`src/rtl/serial_subtractor.sv`:
```
// serial_subtractor: bit-serial a - b - borrow_in, LSB first, one full-subtractor cell plus borrow flop
module serial_subtractor #(
  parameter int WIDTH = 8
) (
  input  logic             clk,
  input  logic             rst,
  input  logic             start,
  input  logic [WIDTH-1:0] a,
  input  logic [WIDTH-1:0] b,
  input  logic             borrow_in,
  output logic             busy,
  output logic             done,
  output logic [WIDTH-1:0] diff,
  output logic             borrow_out
);
  localparam int CW = $clog2(WIDTH + 1);
  typedef enum logic [1:0] {IDLE, RUN, DONE} state_t;
  state_t           state, state_nxt;
  logic [WIDTH-1:0] sa, sb, sd, sd_nxt;
  logic [CW-1:0]    cnt;
  logic             br, br_nxt, d, last;
  // full-subtractor cell on the current LSBs and the next-state decode
  always_comb begin
    d         = sa[0] ^ sb[0] ^ br;
    br_nxt    = (~sa[0] & (sb[0] ^ br)) | (sb[0] & br);
    sd_nxt    = (sd >> 1) | (WIDTH'(d) << (WIDTH - 1));
    last      = cnt == CW'(WIDTH - 1);
    state_nxt = state == IDLE ? (start ? RUN : IDLE) :
                state == RUN  ? (last ? DONE : RUN) : IDLE;
  end
  assign busy = state != IDLE;
  assign done = state == DONE;
  // state register
  always_ff @(posedge clk or posedge rst)
    if (rst) state <= IDLE;
    else     state <= state_nxt;
  // operand shifters, borrow flop, bit counter and held result
  always_ff @(posedge clk or posedge rst) begin
    if (rst) begin
      sa         <= '0;
      sb         <= '0;
      sd         <= '0;
      br         <= 1'b0;
      cnt        <= '0;
      diff       <= '0;
      borrow_out <= 1'b0;
    end else if (state == IDLE && start) begin
      sa  <= a;
      sb  <= b;
      br  <= borrow_in;
      cnt <= '0;
      sd  <= '0;
    end else if (state == RUN) begin
      sa  <= sa >> 1;
      sb  <= sb >> 1;
      sd  <= sd_nxt;
      br  <= br_nxt;
      cnt <= cnt + CW'(1);
      if (last) begin
        diff       <= sd_nxt;
        borrow_out <= br_nxt;
      end
    end
  end
endmodule

```
`config.mk`:
```
export PLATFORM = sky130hd
export DESIGN_NAME = serial_subtractor
export DESIGN_NICKNAME = d
export VERILOG_FILES = /design/src/rtl/serial_subtractor.sv
export SDC_FILE = /design/constraint.sdc
export NUM_CORES = 1
export LEC_CHECK = 0
export ABC_CLOCK_PERIOD_IN_PS = 4200
export BUFFER_PORTS_ARGS = -buffer_cell sky130_fd_sc_hd__buf_2
export CELL_PAD_IN_SITES_DETAIL_PLACEMENT = 1
export CELL_PAD_IN_SITES_GLOBAL_PLACEMENT = 1
export CORE_ASPECT_RATIO = 0.8
export CORE_MARGIN = 10
export CORE_UTILIZATION = 48
export CTS_BUF_LIST = sky130_fd_sc_hd__clkbuf_4
export CTS_CLUSTER_DIAMETER = 30
export DETAILED_ROUTE_END_ITERATION = 12
export PLACE_DENSITY = 0.93
export SYNTH_ARGS = -nofsm -noshare
export SYNTH_HDL_FRONTEND = slang
export SYNTH_SLANG_ARGS = --single-unit
```
`constraint.sdc`:
```
create_clock -name clk -period 4.2 [get_ports clk]
set_input_delay 0.42 -clock clk [delete_from_list [all_inputs] [get_ports clk]]
set_output_delay 0.42 -clock clk [all_outputs]
set_load 0.03 [all_outputs]
```
==> impl_metrics.toml, run 1 <==
[status]
status = "completed"

[setup_path]
path_max_fanout = 17
crit_path_top_delay_cell = "nand2b_1"
crit_arrival_ps = 2040
crit_chain = "nand2b_1 -> nor2_8 -> mux2_4"
cp_slowest_stage_delay_ps = 530
path_class = "flop to flop"
critPathCaptureType = "flop"
reg2reg_depth = 3
cp-start-kind = "flop"
cp_data_required_time_ps = 4440

[yosys]
ys_types = 27
synth_edf_count = 0
syn_nets = 175
synth.area.mux_share = 0.0825
synth_area_um2 = 1700
yosys.area_share.simple = 0.161
ys_seq_area_frac = 0.574
synthArstFlopShare = 1.00
yosys_warnings = 0
synth_compound_gate_area_share = 0.125
synth-seq-cells = 39
synth-main-ff-cell = "dfrtp_1"
syn_avg_cell_area_um2 = 11.1
synth_fa_ha_area_frac = 0.0191
synth-xor-area-share = 0
netlist_instances = 153
synth_top_family_by_area = "simple AND/OR/NAND/NOR gates"

[sta]
fin_skew_ps = 11.0
fin_crit_ps = 1800
slew_viol_final = 0
rsz0062_at_grt = "false"
fin_crit_sh = 0.430
worst_slew_pin_slew_ps = 794
slew_headroom = 0.471
fmax_ghz = 0.554
timing.final.hold_violations = 0
fin_setup_tns_ps = 0
setup_ws_ps = 2400
setup_viol = 0

[job]
max-cap-violations = 0

[clock_tree]
hold_buffers = 0
cts_buffers = 5
post_cts_buffers = 0
clockBufferDepth = 2
htree_levels = 2
clk_latency_ps = 340
cts_resized = 0
cts_tree = "done"
clk_pin_slew_worst_paths_ps = 110
cts_num_sinks = 39
clockRootBuffer = "clkbuf_4"

[routing]
wl_mm = 3.80
drc = 0
vias = 1232
first_pass_iters = 4
drtIter0Drc = 49
wl_per_cell_um = 16.8
antenna_left = 0
vias_per_cell = 5.43

[placed_design]
dp_slack_ps = 2400
dp_hpwl_mm = 2.81
place.gp.congestion = 0.750
portBuffers = 30

[power_and_ir_drop]
internal_power_uw = 847
netSwitchingFraction = 0.405
ir_drop_uv = 300
switching_power_uw = 576
p_per_area_nw_per_um2 = 739
pwr-share-seq = 0.457
pwr-share-clk = 0.136
pwr-share-comb = 0.406
leakagePower_uw = 0.000998

[floorplan]
start_util = 0.496
die_area_um2 = 6330
io_pins = 31
core_area_um2 = 3420
die_height_um = 73.2
die_x_um = 86.5
core.rowCount = 19

[cells_and_area]
drive_above_1_share = 0.292
final_common_cell = "nand2_1"
fillers = 395
design.final.nets = 206
area_growth_pct = 13.3
diodes = 0
final_cell_mix = "nand2_1, dfrtp_1, buf_2"

[global_routing]
grt_pass1_wl_mm = 6.48
grt_max_degree = 40
grt_pass1_vias = 1383
grt-ovfl-total = 0
antenna_found_initial = 0
gr-usage-all-layers = 0.127

[min_path]
hold_class = "input pin to asynchronous set/reset pin"
[cells by family (layout without fill, tap and decap cells)]
| logic type | Yosys count | in the layout |
|---|---|---|
| DFF | 39 | 39 |
| buffers and inverters | 11 | 43 |
| AOI/OAI and AO/OA | 32 | 32 |
| and+or+nand+nor | 59 | 59 |
| muxes | 10 | 10 |
| adders and majority gates | 2 | 2 |
[area by class of cell]
type,count,area (um2),area share
Tap cell,42,52.6,0.0273
Inverter,2,7.51,0.00390
Timing Repair Buffer,33,173,0.0897
Multi-Input combinational cell,103,659,0.342
Clock inverter,1,5.00,0.00260
Clock buffer,7,52.6,0.0273
Sequential cell,39,976,0.507
[metal layers]
metal	routed length (um)	part of all wire	track usage
met4	35	0.0092	0.0431
met3	228	0.060	0.0502
met5	0	0	0
met1	1740	0.46	0.160
met2	1800	0.47	0.196
[registers in the layout, indices dropped and copies added (netlist names)]
| signal | flops |
|---|---|
| cnt | 4 |
| borrow_out | 1 |
| sd | 7 |
| diff | 8 |
| sb | 8 |
| sa | 8 |
| br | 1 |
| state | 2 |
[stage by stage]
stage	instance area [um2]	total power [uW]	utilization	cells	hold WS (ps)
4_1_cts	1930	1450	0.563	227	189
2_1_floorplan	1700	1090	-	153	438
5_1_grt	1930	1550	0.563	227	194
3_5_place_dp	1870	1250	0.546	219	472
3_3_place_gp	1870	1200	0.546	219	457
6_report	1930	1420	0.563	227	174
[power by group through the flow]
stage / Sequential (uW) / Clock, uW / Combinational, uW
6_report: 651 / 194 / 579
3_3_place_gp: 645 / 0 / 551
4_1_cts: 654 / 201 / 592
5_1_grt: 676 / 221 / 650
2_1_floorplan: 699 / 0 / 396
3_5_place_dp: 662 / 0 / 593
[path summary, 6_finish.rpt]
kind | from | end | slack, ps
worst max-delay path | state[1]$_DFF_PP0_ | diff[5]$_DFFE_PP0P_ | 2400
worst min-delay path | rst | sd[5]$_DFFE_PP0P_ | 170
worst min register to register | cnt[3]$_DFFE_PP0P_ | cnt[3]$_DFFE_PP0P_ | 490
max in group asynchronous | rst | sd[7]$_DFFE_PP0P_ | 3670
worst max register to register | state[1]$_DFF_PP0_ | diff[5]$_DFFE_PP0P_ | 2400
min in group clk | b[3] | sb[3]$_DFFE_PP0P_ | 290
[synthesized netlist by cell type (2+ instances only)]
library cell | number | share of area
buf_4 | 3 | 0.013
mux2_4 | 8 | 0.071
o21ai_1 | 12 | 0.035
inv_1 | 2 | 0.0044
buf_2 | 3 | 0.0088
dfrtp_1 | 39 | 0.57
a21o_1 | 2 | 0.0088
clkbuf_1 | 2 | 0.0044
nand2_1 | 49 | 0.11
nand2b_1 | 2 | 0.0074
mux2i_1 | 2 | 0.012
a22oi_1 | 14 | 0.062
[critical path: cells and delay by family (launching register included)]
family / cells / cell delay [ps]
DFF: 1 / 450
and+or+nand+nor: 2 / 920
muxes: 1 / 330
Power figures use the tool's default switching activity.
==> run 2, diff against run 1 <==
==> config.mk (replaced) <==
export PLATFORM = sky130hd
export DESIGN_NAME = serial_subtractor
export DESIGN_NICKNAME = d
export VERILOG_FILES = /design/src/rtl/serial_subtractor.sv
export SDC_FILE = /design/constraint.sdc
export NUM_CORES = 1
export LEC_CHECK = 0
export ABC_AREA = 1
export ABC_CLOCK_PERIOD_IN_PS = 1600
export BUFFER_PORTS_ARGS = -buffer_cell sky130_fd_sc_hd__buf_2
export CELL_PAD_IN_SITES_DETAIL_PLACEMENT = 1
export CELL_PAD_IN_SITES_GLOBAL_PLACEMENT = 1
export CORE_ASPECT_RATIO = 0.8
export CORE_MARGIN = 10
export CORE_UTILIZATION = 39
export CTS_BUF_LIST = sky130_fd_sc_hd__clkbuf_4
export CTS_CLUSTER_DIAMETER = 30
export DETAILED_ROUTE_END_ITERATION = 12
export PLACE_DENSITY = 0.85
export SYNTH_ARGS = -nofsm -noshare
export SYNTH_HDL_FRONTEND = slang
export SYNTH_SLANG_ARGS = --single-unit
==> constraint.sdc (replaced) <==
create_clock -name clk -period 1.6 [get_ports clk]
set_input_delay 0.16 -clock clk [delete_from_list [all_inputs] [get_ports clk]]
set_output_delay 0.16 -clock clk [all_outputs]
set_load 0.03 [all_outputs]
==> impl_metrics.toml, run 2 <==
[status]
status = "completed"

[clock_tree]
hold_buffers = 6
clk_latency_ps = 350
cts_buffers = 5
cts_tree = "done"
clk_pin_slew_worst_paths_ps = 120
htree_levels = 2
cts_num_sinks = 39
post_cts_buffers = 0
cts_resized = 0
clockBufferDepth = 2
clockRootBuffer = "clkbuf_4"

[yosys]
synth_fa_ha_area_frac = 0.0191
synth-main-ff-cell = "dfrtp_1"
synthArstFlopShare = 1.00
synth.area.top_cells = "dfrtp_1, nand2_1, nand3_1"
yosys.area_share.simple = 0.265
synth_area_um2 = 1700
synth.area.mux_share = 0
synth_top_area_frac = 0.574
synth_edf_count = 0
ys_types = 21
netlist_instances = 190
synth_compound_gate_area_share = 0.0750
synthTopCellsByCount = "nand2_1, dfrtp_1, nand3_1, inv_1, o21ai_1"
synth_most_common_cell = "nand2_1"
synth-seq-cells = 39
synth_top_family_by_area = "simple AND/OR/NAND/NOR gates"
yosys_warnings = 0
syn_nets = 212
synth.largest_area_cell = "dfrtp_1"
ys_seq_area_frac = 0.574
synth-xor-area-share = 0
syn_avg_cell_area_um2 = 8.96

[global_routing]
gr-usage-all-layers = 0.113
grt_pass1_vias = 1433
antenna_found_initial = 0
grt_pass1_wl_mm = 6.74
grt-ovfl-total = 0
grt_max_degree = 40

[placed_design]
dp_slack_ps = 237
place_area_um2 = 1890
place.gp.congestion = 0.734
placed_cells = 274
portBuffers = 30
dp_hpwl_mm = 2.86

[setup_path]
cp_data_required_time_ps = 1440
critPathCaptureType = "primary output"
crit_path_top_delay_cell = "dfrtp_1"
path_max_fanout = 3
path_class = "flop to primary output"
cp_slowest_stage_delay_ps = 460
crit_chain = "nor2_1 -> inv_1 -> buf_2"
cp-start-kind = "flop"
crit_arrival_ps = 1280

[sta]
slew_viol_final = 0
rsz0062_at_grt = "false"
fin_crit_sh = 0.902
fin_crit_ps = 1440
timing.final.hold_violations = 0
setup_ws_ps = 156
fin_skew_ps = 11.7
worst_slew_pin_slew_ps = 695
setup_viol = 0
fin_setup_tns_ps = 0
fmax_ghz = 0.693
slew_headroom = 0.535

[floorplan]
die_x_um = 93.9
core_area_um2 = 4200
core.rowCount = 21
start_util = 0.405
die_height_um = 79.1
die_area_um2 = 7420
io_pins = 31

[power_and_ir_drop]
ir_drop_uv = 745
p_total_uw = 4010
leakagePower_uw = 0.00107
p_per_area_nw_per_um2 = 1970

[cells_and_area]
final_cell_mix = "nand2_1, dfrtp_1, buf_2"
instances_no_fill = 288
final_cell_area_um2 = 2030
area_growth_pct = 19.3
final_common_cell = "nand2_1"
diodes = 0
design.final.nets = 252
top_regs = "diff (8), sa (8), sb (8)"
drive_above_1_share = 0.238

[routing]
antenna_left = 0
drtIter0Drc = 96
vias_per_cell = 4.76
first_pass_iters = 4
vias = 1371
wl_per_cell_um = 13.8
wl_mm = 3.97
drc = 0

[job]
max-cap-violations = 0

[min_path]
hold_class = "input pin to flop"
[run 2: cell count changes in the layout (fill, tap and decap cells not counted), sizes merged, moves of 5 or more]
cell,delta
a22oi,-14
dlygate4sd3,+6
inv,+14
mux2,-8
nand2,+38
nand3,+15
nor2,+5
o21ai,+5
[run 2: worst max-delay path, delay by kind of cell (launching register included)]
kind          cells  cell delay (ps)
simple gates      1              230
buf+inv           2              250
flops             1              460
[run 2: final timing paths]
path | start | end | slack, ps | depth (start not counted)
setup / recovery | state[1]$_DFF_PP0_ | busy | 160 | 3
hold / removal | b[6] | sb[6]$_DFFE_PP0P_ | 8 | 3
setup reg to reg | cnt[0]$_DFFE_PP0P_ | diff[0]$_DFFE_PP0P_ | 210 | 7
hold reg to reg | diff[4]$_DFFE_PP0P_ | diff[4]$_DFFE_PP0P_ | 490 | 2
max in group asynchronous | rst | sa[0]$_DFFE_PP0P_ | 800 | 4
min in group asynchronous | rst | cnt[1]$_DFFE_PP0P_ | 470 | 4
[run 2: where the power goes]
part | leakage [uW] | internal [uW] | switching (uW)
Combinational | 0.000523 | 562 | 1120
Clock | 0.0000426 | 321 | 326
Sequential | 0.000504 | 1400 | 275
[run 2: layer usage]
| layer | track usage | vias to the layer above | share of wire |
|---|---|---|---|
| met5 | 0 | - | 0 |
| met4 | 0.0545 | 0 | 0.022 |
| met3 | 0.0282 | 10 | 0.030 |
| met2 | 0.186 | 17 | 0.50 |
| met1 | 0.135 | 671 | 0.45 |
| li1 | - | 673 | - |
[run 2: cell families after synthesis]
kind of cell / Yosys count
buf+inv: 22
compound gates: 18
flops: 39
fa+ha+maj: 2
simple gates: 109
[run 2: stage by stage]
step / hold slack (ps) / util
after floorplan: 270 / -
after global placement: 302 / 0.451
after detailed placement: 323 / 0.451
after CTS: 1.56 / 0.483
after global routing: 1.18 / 0.483
final: 8.43 / 0.483
[run 2: area by class of cell]
| type | count | area [um2] |
|---|---|---|
| Timing Repair Buffer | 39 | 233 |
| Sequential cell | 39 | 976 |
| Multi-Input combinational cell | 129 | 612 |
| Inverter | 16 | 62.6 |
| Tap cell | 57 | 71.3 |
| Clock inverter | 3 | 38.8 |
| Clock buffer | 5 | 37.5 |
| Fill cell | 516 | 2170 |
==> run 3, diff against run 2 <==
--- a/config.mk
+++ b/config.mk
@@ -6,17 +6,17 @@
 export NUM_CORES = 1
 export LEC_CHECK = 0
 export ABC_AREA = 1
-export ABC_CLOCK_PERIOD_IN_PS = 1600
+export ABC_CLOCK_PERIOD_IN_PS = 1500
 export BUFFER_PORTS_ARGS = -buffer_cell sky130_fd_sc_hd__buf_2
 export CELL_PAD_IN_SITES_DETAIL_PLACEMENT = 1
 export CELL_PAD_IN_SITES_GLOBAL_PLACEMENT = 1
 export CORE_ASPECT_RATIO = 0.8
 export CORE_MARGIN = 10
-export CORE_UTILIZATION = 39
+export CORE_UTILIZATION = 43
 export CTS_BUF_LIST = sky130_fd_sc_hd__clkbuf_4
 export CTS_CLUSTER_DIAMETER = 30
 export DETAILED_ROUTE_END_ITERATION = 12
-export PLACE_DENSITY = 0.85
+export PLACE_DENSITY_LB_ADDON = 0.1
 export SYNTH_ARGS = -nofsm -noshare
 export SYNTH_HDL_FRONTEND = slang
 export SYNTH_SLANG_ARGS = --single-unit
==> constraint.sdc (replaced) <==
create_clock -name clk -period 1.5 [get_ports clk]
set_input_delay 0.15 -clock clk [delete_from_list [all_inputs] [get_ports clk]]
set_output_delay 0.15 -clock clk [all_outputs]
set_load 0.03 [all_outputs]
==> impl_metrics.toml, run 3 (synthesized netlist as in run 2, its figures left out) <==
[status]
status = "completed"

[sta]
slew_viol_final = 0
timing.final.hold_violations = 0
fin_skew_ps = 9.23
fmax_ghz = 0.712
rsz0062_at_grt = "true"
setup_viol = 0
fin_crit_sh = 0.937
fin_crit_ps = 1410
worst_slew_pin_slew_ps = 723
fin_setup_tns_ps = 0
slew_headroom = 0.516

[floorplan]
start_util = 0.447
core_area_um2 = 3800
die_area_um2 = 6890
die_x_um = 90.3
io_pins = 31
core.rowCount = 20
die_height_um = 76.3

[setup_path]
crit_chain = "nor2_1 -> inv_1 -> buf_2"
cp_slowest_stage_delay_ps = 440
cp_data_required_time_ps = 1350
critPathCaptureType = "primary output"
reg2reg_depth = 6
cp-start-kind = "flop"
path_class = "flop to primary output"
crit_path_top_delay_cell = "dfrtp_1"
path_max_fanout = 3
reg2reg_slack_ps = 130
crit_arrival_ps = 1260
cp-startpoint = "state[1]$_DFF_PP0_"
r2r_start = "cnt[0]$_DFFE_PP0P_"

[clock_tree]
clockBufferDepth = 2
clockRootBuffer = "clkbuf_4"
htree_levels = 2
cts_buffers = 5
cts_tree = "done"
cts_num_sinks = 39
clk_latency_ps = 350
clk_pin_slew_worst_paths_ps = 110

[placed_design]
dp_hpwl_mm = 2.89
place.gp.congestion = 0.730
portBuffers = 30
place_area_um2 = 1880
placed_cells = 271

[global_routing]
antenna_found_initial = 0
grt_pass1_vias = 1479
grt-ovfl-total = 0
grt_pass1_wl_mm = 7.10
grt_max_degree = 40
gr-usage-all-layers = 0.126

[routing]
wl_mm = 4.13
vias_per_cell = 4.68
drtIter0Drc = 55
antenna_left = 0
drc = 0
first_pass_iters = 4
vias = 1382
wl_per_cell_um = 14.0

[cells_and_area]
final_common_cell = "nand2_1"
drive_above_1_share = 0.242
fillers = 468
top_regs = "diff (8), sa (8), sb (8)"
design.final.nets = 261
diodes = 0
final_cell_mix = "nand2_1, dfrtp_1, buf_2"
final_cell_area_um2 = 2090
instances_no_fill = 295
area_growth_pct = 22.7
fin_util = 0.549

[power_and_ir_drop]
p_per_area_nw_per_um2 = 1970
ir_drop_uv = 898
leakagePower_uw = 0.00109
p_total_uw = 4120

[min_path]
hold_class = "input pin to flop"
hold_path_depth = 3
hold_start = "borrow_in"

[job]
max-cap-violations = 0
-- run 3: layout make-up --
type                    instances  area (um2)  area share
clock inverters                 3        15.0     0.00719
flip-flops and latches         39         977       0.468
inverters                      16        62.6      0.0300
clock buffers                   5        37.5      0.0180
repair buffers                 48         315       0.151
multi-input cells             129         612       0.293
well taps                      55        68.8      0.0330
-- run 3: metrics by stage --
stage / hold slack, ps / setup slack, ps
5_1_grt: 14.6 / -4.89
3_5_place_dp: 309 / 146
2_1_floorplan: 260 / 305
3_3_place_gp: 290 / 201
4_1_cts: 3.49 / 56.2
6_report: 14.8 / 94.8
-- run 3: report_power, final --
group | leakage, uW | switching, uW | internal, uW | total (uW)
clock | 0.0000263 | 341 | 172 | 513
sequential | 0.000503 | 285 | 1500 | 1780
combinational | 0.000561 | 1210 | 618 | 1830
-- run 3: timing repair --
item | CTS | global route
hold buffers | 12 | 0
setup buffers | 0 | 4
hold endpoints to repair | 50 | 0
endpoints found under the setup margin | 0 | 4
gates resized for setup | 0 | 1
-- run 3: per-layer routing --
layer / GRT usage / routed length [um]
met5: 0 / 0
met2: 0.204 / 2060
met3: 0.0354 / 140
met1: 0.151 / 1850
met4: 0.0571 / 79
-- run 3: critical path: cells and delay by family, from the launching register on --
| family | cells | cell delay, ps |
|---|---|---|
| flops | 1 | 440 |
| simple gates | 1 | 240 |
| buf+inv | 2 | 240 |
-- run 3: path summary, 6_finish.rpt --
path / to
max in group asynchronous: state[0]$_DFF_PP0_
setup / recovery: busy
setup reg to reg: diff[2]$_DFFE_PP0P_
min in group asynchronous: diff[5]$_DFFE_PP0P_
hold reg to reg: diff[1]$_DFFE_PP0P_
hold / removal: br$_DFFE_PP0P_
